## src/rtl/alu_pkg.sv

```systemverilog
// Shared definitions for the MIPS32 ALU-control decode stage.
// Holds the ALU operation encodings, the opcode/funct constants the decoder
// matches against, the default control width and the decoder result struct.
package alu_pkg;

  localparam int unsigned CTRL_W_DEFAULT = 4;

  // ALU operation encodings (low 4 bits of alu_ctrl)
  localparam logic [3:0] ALU_AND  = 4'b0000;
  localparam logic [3:0] ALU_OR   = 4'b0001;
  localparam logic [3:0] ALU_ADD  = 4'b0010;
  localparam logic [3:0] ALU_XOR  = 4'b0011;
  localparam logic [3:0] ALU_NOR  = 4'b0100;
  localparam logic [3:0] ALU_SLTU = 4'b0101;
  localparam logic [3:0] ALU_SUB  = 4'b0110;
  localparam logic [3:0] ALU_SLT  = 4'b0111;
  localparam logic [3:0] ALU_SLL  = 4'b1000;
  localparam logic [3:0] ALU_SRL  = 4'b1001;
  localparam logic [3:0] ALU_SRA  = 4'b1010;
  localparam logic [3:0] ALU_LUI  = 4'b1011;
  localparam logic [3:0] ALU_MULT = 4'b1100;
  localparam logic [3:0] ALU_DIV  = 4'b1101;

  // Opcodes, instr[31:26]
  localparam logic [5:0] OP_RTYPE = 6'b000000;
  localparam logic [5:0] OP_BEQ   = 6'b000100;
  localparam logic [5:0] OP_BNE   = 6'b000101;
  localparam logic [5:0] OP_ADDI  = 6'b001000;
  localparam logic [5:0] OP_ADDIU = 6'b001001;
  localparam logic [5:0] OP_SLTI  = 6'b001010;
  localparam logic [5:0] OP_SLTIU = 6'b001011;
  localparam logic [5:0] OP_ANDI  = 6'b001100;
  localparam logic [5:0] OP_ORI   = 6'b001101;
  localparam logic [5:0] OP_XORI  = 6'b001110;
  localparam logic [5:0] OP_LUI   = 6'b001111;
  localparam logic [5:0] OP_LW    = 6'b100011;
  localparam logic [5:0] OP_SW    = 6'b101011;

  // R-type funct codes, instr[5:0]
  localparam logic [5:0] FN_SLL   = 6'b000000;
  localparam logic [5:0] FN_SRL   = 6'b000010;
  localparam logic [5:0] FN_SRA   = 6'b000011;
  localparam logic [5:0] FN_MULT  = 6'b011000;
  localparam logic [5:0] FN_MULTU = 6'b011001;
  localparam logic [5:0] FN_DIV   = 6'b011010;
  localparam logic [5:0] FN_DIVU  = 6'b011011;
  localparam logic [5:0] FN_ADD   = 6'b100000;
  localparam logic [5:0] FN_ADDU  = 6'b100001;
  localparam logic [5:0] FN_SUB   = 6'b100010;
  localparam logic [5:0] FN_SUBU  = 6'b100011;
  localparam logic [5:0] FN_AND   = 6'b100100;
  localparam logic [5:0] FN_OR    = 6'b100101;
  localparam logic [5:0] FN_XOR   = 6'b100110;
  localparam logic [5:0] FN_NOR   = 6'b100111;
  localparam logic [5:0] FN_SLT   = 6'b101010;
  localparam logic [5:0] FN_SLTU  = 6'b101011;

  typedef struct packed {
    logic [3:0] op;
    logic       illegal;
    logic       is_mult;
    logic       is_div;
  } dec_t;

endpackage

```

## src/rtl/alu_ctrl_stage_if.sv

```systemverilog
// Decode-side / execute-side handshake bundle of the ALU-control stage.
//   in_valid, instr    upstream -> stage     in_ready           stage -> upstream
//   out_ready          downstream -> stage   out_valid, alu_ctrl, illegal, md_busy -> downstream
// master: the environment around the stage; slave: the stage itself.
interface alu_ctrl_stage_if #(
  parameter int unsigned ALUCTRL_W = 4
);
  logic                 in_valid;
  logic                 in_ready;
  logic [31:0]          instr;
  logic                 out_valid;
  logic                 out_ready;
  logic [ALUCTRL_W-1:0] alu_ctrl;
  logic                 illegal;
  logic                 md_busy;

  modport master (
    output in_valid, instr, out_ready,
    input  in_ready, out_valid, alu_ctrl, illegal, md_busy
  );

  modport slave (
    input  in_valid, instr, out_ready,
    output in_ready, out_valid, alu_ctrl, illegal, md_busy
  );
endinterface

```

## src/rtl/alu_op_decode.sv

```systemverilog
// Pure combinational MIPS32 ALU-control decoder.
//   instr    in   32  instruction word (opcode [31:26], funct [5:0])
//   dec      out      {op, illegal, is_mult, is_div}
// Opcode is matched first; funct only matters for R-type (opcode 000000).
// Anything not in the table decodes as ADD with illegal set.
module alu_op_decode
  import alu_pkg::*;
(
  input  logic [31:0] instr,
  output dec_t        dec
);

  logic [5:0] opcode;
  logic [5:0] funct;
  logic       unused_fields;

  assign opcode        = instr[31:26];
  assign funct         = instr[5:0];
  assign unused_fields = ^instr[25:6];

  always_comb begin
    dec.op      = ALU_ADD;
    dec.illegal = 1'b0;
    dec.is_mult = 1'b0;
    dec.is_div  = 1'b0;
    case (opcode)
      OP_ADDI, OP_ADDIU, OP_LW, OP_SW: dec.op = ALU_ADD;
      OP_BEQ, OP_BNE:                  dec.op = ALU_SUB;
      OP_SLTI:                         dec.op = ALU_SLT;
      OP_SLTIU:                        dec.op = ALU_SLTU;
      OP_ANDI:                         dec.op = ALU_AND;
      OP_ORI:                          dec.op = ALU_OR;
      OP_XORI:                         dec.op = ALU_XOR;
      OP_LUI:                          dec.op = ALU_LUI;
      OP_RTYPE: begin
        case (funct)
          FN_ADD, FN_ADDU:   dec.op = ALU_ADD;
          FN_SUB, FN_SUBU:   dec.op = ALU_SUB;
          FN_AND:            dec.op = ALU_AND;
          FN_OR:             dec.op = ALU_OR;
          FN_XOR:            dec.op = ALU_XOR;
          FN_NOR:            dec.op = ALU_NOR;
          FN_SLT:            dec.op = ALU_SLT;
          FN_SLTU:           dec.op = ALU_SLTU;
          FN_SLL:            dec.op = ALU_SLL;
          FN_SRL:            dec.op = ALU_SRL;
          FN_SRA:            dec.op = ALU_SRA;
          FN_MULT, FN_MULTU: begin
            dec.op      = ALU_MULT;
            dec.is_mult = 1'b1;
          end
          FN_DIV, FN_DIVU: begin
            dec.op     = ALU_DIV;
            dec.is_div = 1'b1;
          end
          default:           dec.illegal = 1'b1;
        endcase
      end
      default:                         dec.illegal = 1'b1;
    endcase
  end

endmodule

```

## src/rtl/alu_ctrl_stage.sv

```systemverilog
// Registered, handshaked ALU-control decode stage with a mult/div busy sequencer.
//   clk   in   rising-edge clock
//   rst   in   asynchronous active-high reset
//   bus   slave modport of alu_ctrl_stage_if:
//         in_valid/in_ready/instr (decode side), out_valid/out_ready/alu_ctrl/illegal
//         (execute side), md_busy (mult/div unit occupied)
// A MULT/DIV accept loads a down-counter; while it is non-zero the stage refuses
// new instructions, back-pressuring fetch/decode.
module alu_ctrl_stage
  import alu_pkg::*;
#(
  parameter int unsigned ALUCTRL_W = CTRL_W_DEFAULT,
  parameter int unsigned MUL_LAT   = 4,
  parameter int unsigned DIV_LAT   = 32,
  parameter int unsigned CNT_W     = 6
) (
  input logic               clk,
  input logic               rst,
  alu_ctrl_stage_if.slave   bus
);

  dec_t                 dec;
  logic                 accept;
  logic                 md_busy;
  logic                 out_valid_q, out_valid_d;
  logic                 illegal_q, illegal_d;
  logic [ALUCTRL_W-1:0] ctrl_q, ctrl_d;
  logic [CNT_W-1:0]     md_cnt_q, md_cnt_d;

  alu_op_decode u_dec (
    .instr (bus.instr),
    .dec   (dec)
  );

  assign md_busy      = (md_cnt_q != '0);
  assign bus.in_ready = (!out_valid_q || bus.out_ready) && !md_busy;
  assign accept       = bus.in_valid && bus.in_ready;

  always_comb begin
    out_valid_d = out_valid_q;
    ctrl_d      = ctrl_q;
    illegal_d   = illegal_q;
    md_cnt_d    = md_cnt_q;

    if (accept) begin
      out_valid_d = 1'b1;
      ctrl_d      = ALUCTRL_W'(dec.op);
      illegal_d   = dec.illegal;
    end else if (out_valid_q && bus.out_ready) begin
      out_valid_d = 1'b0;
    end

    // is_mult/is_div are never set for illegal instructions
    if (accept && dec.is_mult) begin
      md_cnt_d = CNT_W'(MUL_LAT);
    end else if (accept && dec.is_div) begin
      md_cnt_d = CNT_W'(DIV_LAT);
    end else if (md_busy) begin
      md_cnt_d = md_cnt_q - CNT_W'(1);
    end
  end

  always_ff @(posedge clk or posedge rst) begin
    if (rst) begin
      out_valid_q <= 1'b0;
      ctrl_q      <= '0;
      illegal_q   <= 1'b0;
      md_cnt_q    <= '0;
    end else begin
      out_valid_q <= out_valid_d;
      ctrl_q      <= ctrl_d;
      illegal_q   <= illegal_d;
      md_cnt_q    <= md_cnt_d;
    end
  end

  assign bus.out_valid = out_valid_q;
  assign bus.alu_ctrl  = ctrl_q;
  assign bus.illegal   = illegal_q;
  assign bus.md_busy   = md_busy;

endmodule

```

## src/flat_wrapper.sv

```systemverilog
// flat-port wrapper written by rule: the top's interface ports become plain ports
module alu_ctrl_stage_flat import alu_pkg::*;
#(
  parameter int unsigned ALUCTRL_W = CTRL_W_DEFAULT,
  parameter int unsigned MUL_LAT   = 4,
  parameter int unsigned DIV_LAT   = 32,
  parameter int unsigned CNT_W     = 6
)
  (clk, rst, bus_in_valid, bus_instr, bus_out_ready, bus_in_ready, bus_out_valid, bus_alu_ctrl, bus_illegal, bus_md_busy);
  alu_ctrl_stage_if #(.ALUCTRL_W(ALUCTRL_W)) bus_i ();
  input logic clk;
  input logic rst;
  input wire logic [$bits(bus_i.in_valid)-1:0] bus_in_valid;
  input wire logic [$bits(bus_i.instr)-1:0] bus_instr;
  input wire logic [$bits(bus_i.out_ready)-1:0] bus_out_ready;
  output wire logic [$bits(bus_i.in_ready)-1:0] bus_in_ready;
  output wire logic [$bits(bus_i.out_valid)-1:0] bus_out_valid;
  output wire logic [$bits(bus_i.alu_ctrl)-1:0] bus_alu_ctrl;
  output wire logic [$bits(bus_i.illegal)-1:0] bus_illegal;
  output wire logic [$bits(bus_i.md_busy)-1:0] bus_md_busy;
  assign bus_i.in_valid = bus_in_valid;
  assign bus_i.instr = bus_instr;
  assign bus_i.out_ready = bus_out_ready;
  assign bus_in_ready = bus_i.in_ready;
  assign bus_out_valid = bus_i.out_valid;
  assign bus_alu_ctrl = bus_i.alu_ctrl;
  assign bus_illegal = bus_i.illegal;
  assign bus_md_busy = bus_i.md_busy;
  alu_ctrl_stage #(.ALUCTRL_W(ALUCTRL_W), .MUL_LAT(MUL_LAT), .DIV_LAT(DIV_LAT), .CNT_W(CNT_W)) u_core (.clk(clk), .rst(rst), .bus(bus_i));
endmodule
```

## config.mk

```make
export PLATFORM = sky130hd
export DESIGN_NAME = alu_ctrl_stage_flat
export DESIGN_NICKNAME = d
export VERILOG_FILES = /design/src/rtl/alu_pkg.sv /design/src/rtl/alu_ctrl_stage_if.sv /design/src/rtl/alu_op_decode.sv /design/src/rtl/alu_ctrl_stage.sv /design/src/flat_wrapper.sv
export SDC_FILE = /design/constraint.sdc
export NUM_CORES = 1
export LEC_CHECK = 0
export BUFFER_PORTS_ARGS = -buffer_cell sky130_fd_sc_hd__buf_2
export CORE_MARGIN = 5
export CORE_UTILIZATION = 47
export CTS_CLUSTER_DIAMETER = 150
export CTS_CLUSTER_SIZE = 10
export DETAILED_ROUTE_END_ITERATION = 6
export PLACE_DENSITY = 0.85
export SYNTH_ARGS = -nofsm -noshare
export SYNTH_HDL_FRONTEND = slang
export SYNTH_HIERARCHICAL = 1
export SYNTH_SLANG_ARGS = --single-unit
```

## constraint.sdc

```tcl
create_clock -name clk -period 2.1 [get_ports clk]
set_clock_uncertainty 0.1 [all_clocks]
set_input_delay 0.42 -clock clk [delete_from_list [all_inputs] [get_ports clk]]
set_output_delay 0.42 -clock clk [all_outputs]
set_load 0.1 [all_outputs]
```

==> impl_summary.txt <==
----------------------------------------------------
[Outcome]
  Outcome ... complete, no violations

[Power and ir drop]
  Combinational share of power ... 59.6%
  Cell Pwr Density ... approximately 1100 nW/um2
  Leakage Power ... 0.0006133 uW
  Proportion of power drawn by the clock network ... approximately 13%
  Power Internal ... just under 800 uW
  Highest ir drop seen on vdd ... 0.5822 mV
  Net switching power ... between 600 and 700 uW
  Sequential cell fraction of total power ... 27.6%
  Fraction of power spent switching nets ... 44.93%

[Cells and area]
  Fraction of final layout cells sized beyond drive strength 1 ... a little over two fifths
  Antenna fix cells ... 0
  Summed area of non-filler cells in the final layout ... ~1300 um2
  Area Overhead vs Synth ... 31.46%
  Final #Nets ... roughly 190

[Run]
  Max capacitance violation total ... 0

[Floorplan]
  Chip height ... 56.64 um
  Number of ports placed on the die boundary ... 44
  Placement row count ... 16
  Die footprint ... around 3200 um2
  Floorplan Core Area ... roughly 2000 um2
  Floorplan die width ... roughly 57 um
  Effective utilization at floorplan ... roughly half

[Synth]
  Primary flip-flop cell chosen by synthesis mapping ... sky130_fd_sc_hd__dfrtp_1
  Largest area contributor in the netlist ... sky130_fd_sc_hd__dfrtp_1
  Number of instances in the synthesized netlist ... roughly 120
  Number of warnings printed during yosys synthesis ... 6
  Net count after synthesis ... approximately 160
  Fraction of synthesis flops using an asynchronous set or reset pin ... 100.0%
  Distinct cell type count of the synthesized netlist ... between 40 and 50
  Share of the synthesized area in the top cell type ... between 20 and 30%
  Mean instance size in the synthesized netlist ... ~8.7 um2
  Post-synthesis sequential element count ... 12
  Most common library cells after synthesis ... 12 x sky130_fd_sc_hd__dfrtp_1, 11 x sky130_fd_sc_hd__inv_1, 11 x sky130_fd_sc_hd__nor2_1
  Sequential fraction of the synthesis area ... slightly below 30%
  Synthesized area ... 1022 um2
  Cell types occupying the most area after synthesis ... sky130_fd_sc_hd__dfrtp_1 29%, sky130_fd_sc_hd__mux2_2 5.5%, sky130_fd_sc_hd__inv_1 4.0%
  Leading cell type by number of instances after synthesis ... sky130_fd_sc_hd__dfrtp_1
  Number of enable-type register cells in the synthesized netlist ... 0

[Setup path]
  FF-to-FF Start ... u_core/md_cnt_q[0]
  Worst Path Required ... ~1.6 ns
  CP Max Fanout ... 2
  Slack of the worst reg-to-reg path ... 0.44 ns
  Crit-path cells ... inv_2, ha_4, nor2b_4, and2_4, clkinvlp_4, nor2_4, buf_12
  Launching element type of the critical path ... flop
  Slowest-stage cell, CP ... sky130_fd_sc_hd__dfrtp_1
  Crit path buf inv count ... 3
  Biggest cell delay along the critical path ... 0.40 ns
  Arr. time, crit path ... 1.57 ns
  Path depth of the worst reg2reg path ... 7
  Class of the most critical setup path ... reg -> out
  Largest delay contributor family on the critical path ... simple AND/OR/NAND/NOR gates
  Reg-to-Reg End ... u_core/bus.alu_ctrl[1]
  Worst Setup End Kind ... output port

[Drt]
  Detailed router's first-iteration violation count ... 20
  Average wire length per cell after detail routing ... 13.14 um
  Detailed-routing iteration count for the pre-antenna-repair pass ... 4
  Count of unresolved DRC violations after routing ... 0
  Vias per Instance ... around 5.5
  Total wire length ... ~2400 um
  Total number of vias ... 981
  Number of antenna-violating nets in the routed design ... 0

[Clock tree]
  Clock tree from TritonCTS ... built
  Depth of the CTS H-tree ... 1
  Clock-pin slew on the worst setup and hold paths ... roughly 0.08 ns
  Clock root cell ... sky130_fd_sc_hd__clkbuf_4
  Number of clock sinks seen by CTS ... 12
  TritonCTS Buffers ... 3
  Clk Latency, worst-skew pair ... approximately 0.27 ns
  Maximum clock path buffer count ... 2
  Post-CTS Hold Fix Bufs ... 0

[Timing]
  Maximum operating frequency ... 0.4774 GHz
  Slew at the pin closest to its max-slew limit ... ~0.53 ns
  Final Max Tran Viols ... 0
  Time the final worst path needs with I/O delays and setup ... 2.095 ns
  Worst Setup Slack, final ... between 0.005 and 0.006 ns
  RSZ-0062 raised after global routing ... true
  Period utilisation layout ... 99.74%
  Normalized max-slew margin ... between 60 and 70%
  Hold violation total from the final report ... 0
  # setup viols final ... 0

[Placed design]
  Worst slack after detailed placement ... -0.008349 ns
  Quantity of I/O buffers inserted on ports ... 23
  Dpl hpwl ... around 1800 um
  Routability congestion estimate from global placement ... 0.9150
  DP Area ... 1244 um2

[GRT]
  First-pass GRT wire length ... around 4000 um
  Initial antenna violation count ... 0
  Global-route total usage across every layer ... ~16%
  Total gr overflow ... 0
  Pin count of the biggest net entering global routing ... 13
  Vias in the first global route ... 973

[Worst hold path]
  Worst hold-check path type ... in -> async

----------------------------------------------------
-- registers in the layout, summed over array words and instances, names as in the netlist --
signal	count
u_core/md_cnt_q	6
u_core/bus.alu_ctrl	4
u_core/bus.illegal	1
u_core/bus.out_valid	1
-- per-layer routing --
metal	share of wire, %	track usage [%]	wire (um)	up-vias
li1	-	-	-	492
met1	39	16.94	923	450
met2	54	28.22	1267	33
met3	5.3	3.670	126	6
met4	2.0	7.119	48	0
met5	0	0	0	-
-- stage by stage --
stage / utilization, % / power (uW) / std cells / hold slack [ns] / TNS (ns)
finish: 66.46 / 1421 / 180 / 0.04381 / 0
global route: 66.46 / 1536 / 180 / 0.07576 / -0.1549
CTS: 65.53 / 1404 / 178 / 0.05029 / -0.02689
detailed placement: 61.51 / 1146 / 168 / 0.3473 / -0.008349
global placement: 61.51 / 1113 / 168 / 0.3346 / 0
floorplan: - / 962.6 / 117 / 0.1847 / -0.5396
-- cells in the final DEF (no fill, tap or decap), drive strengths merged, types with 2 or more instances in the layout --
cell type	instances
nor2	11
nor2b	3
nor3	4
xor2	2
nand4	4
nand2b	4
o221ai	2
o211ai	2
ha	2
o21ai	3
nand3	4
o311ai	2
and3b	2
clkbuf	4
nand2	7
inv	10
a21oi	8
buf	39
nor4	2
dfrtp	12
xnor2	2
mux2	5
-- layout make-up --
type / count / area, um2
Clock buffer: 4 / 36.28
Fill cell: 176 / 678.2
Inverter: 11 / 45.04
Multi-Input combinational cell: 87 / 659.4
Sequential cell: 12 / 300.3
Tap cell: 27 / 33.78
Timing Repair Buffer: 39 / 269.0
-- power by group through the flow --
| stage | Sequential (uW) | Clock [uW] | Combinational [uW] |
|---|---|---|---|
| floorplan | 526 | 0 | 437 |
| global placement | 394 | 0 | 719 |
| detailed placement | 402 | 0 | 744 |
| CTS | 392 | 188 | 824 |
| global route | 401 | 203 | 931 |
| finish | 392 | 182 | 848 |
-- cells by family after synthesis --
group                    share of synthesized area, %
AO/OA/AOI/OAI                                   17.14
XOR/XNOR                                        3.428
adder cells (fa/ha/maj)                         2.448
buffers and inverters                           8.935
flip-flops                                      29.38
multiplexers                                    6.487
AND/OR/NAND/NOR                                 32.19
-- worst register-to-register path: cells and delay by family (launching register included) --
kind | cells | cell delay (ns)
multiplexers | 1 | 0.35
flip-flops | 1 | 0.37
buffers and inverters | 3 | 0.32
adder cells (fa/ha/maj) | 1 | 0.15
AND/OR/NAND/NOR | 2 | 0.26
-- how the worst max path moves through the flow --
stage,from,endpoint,cells past startpoint
global placement,bus_instr[26],u_core/md_cnt_q[1],7
global route,u_core/md_cnt_q[0],bus_in_ready,7
detailed placement,bus_instr[26],u_core/md_cnt_q[1],7
floorplan,u_core/md_cnt_q[0],bus_in_ready,7
CTS,u_core/md_cnt_q[1],bus_in_ready,7
finish,u_core/md_cnt_q[1],bus_in_ready,7
-- repair_timing --
action / in CTS / in global routing
resized for setup: 0 / 1
buffers inserted: 6 / 2
pin swaps: 1 / 1
endpoints found under the setup margin: 2 / 2
(Power assumes the default switching activity.)
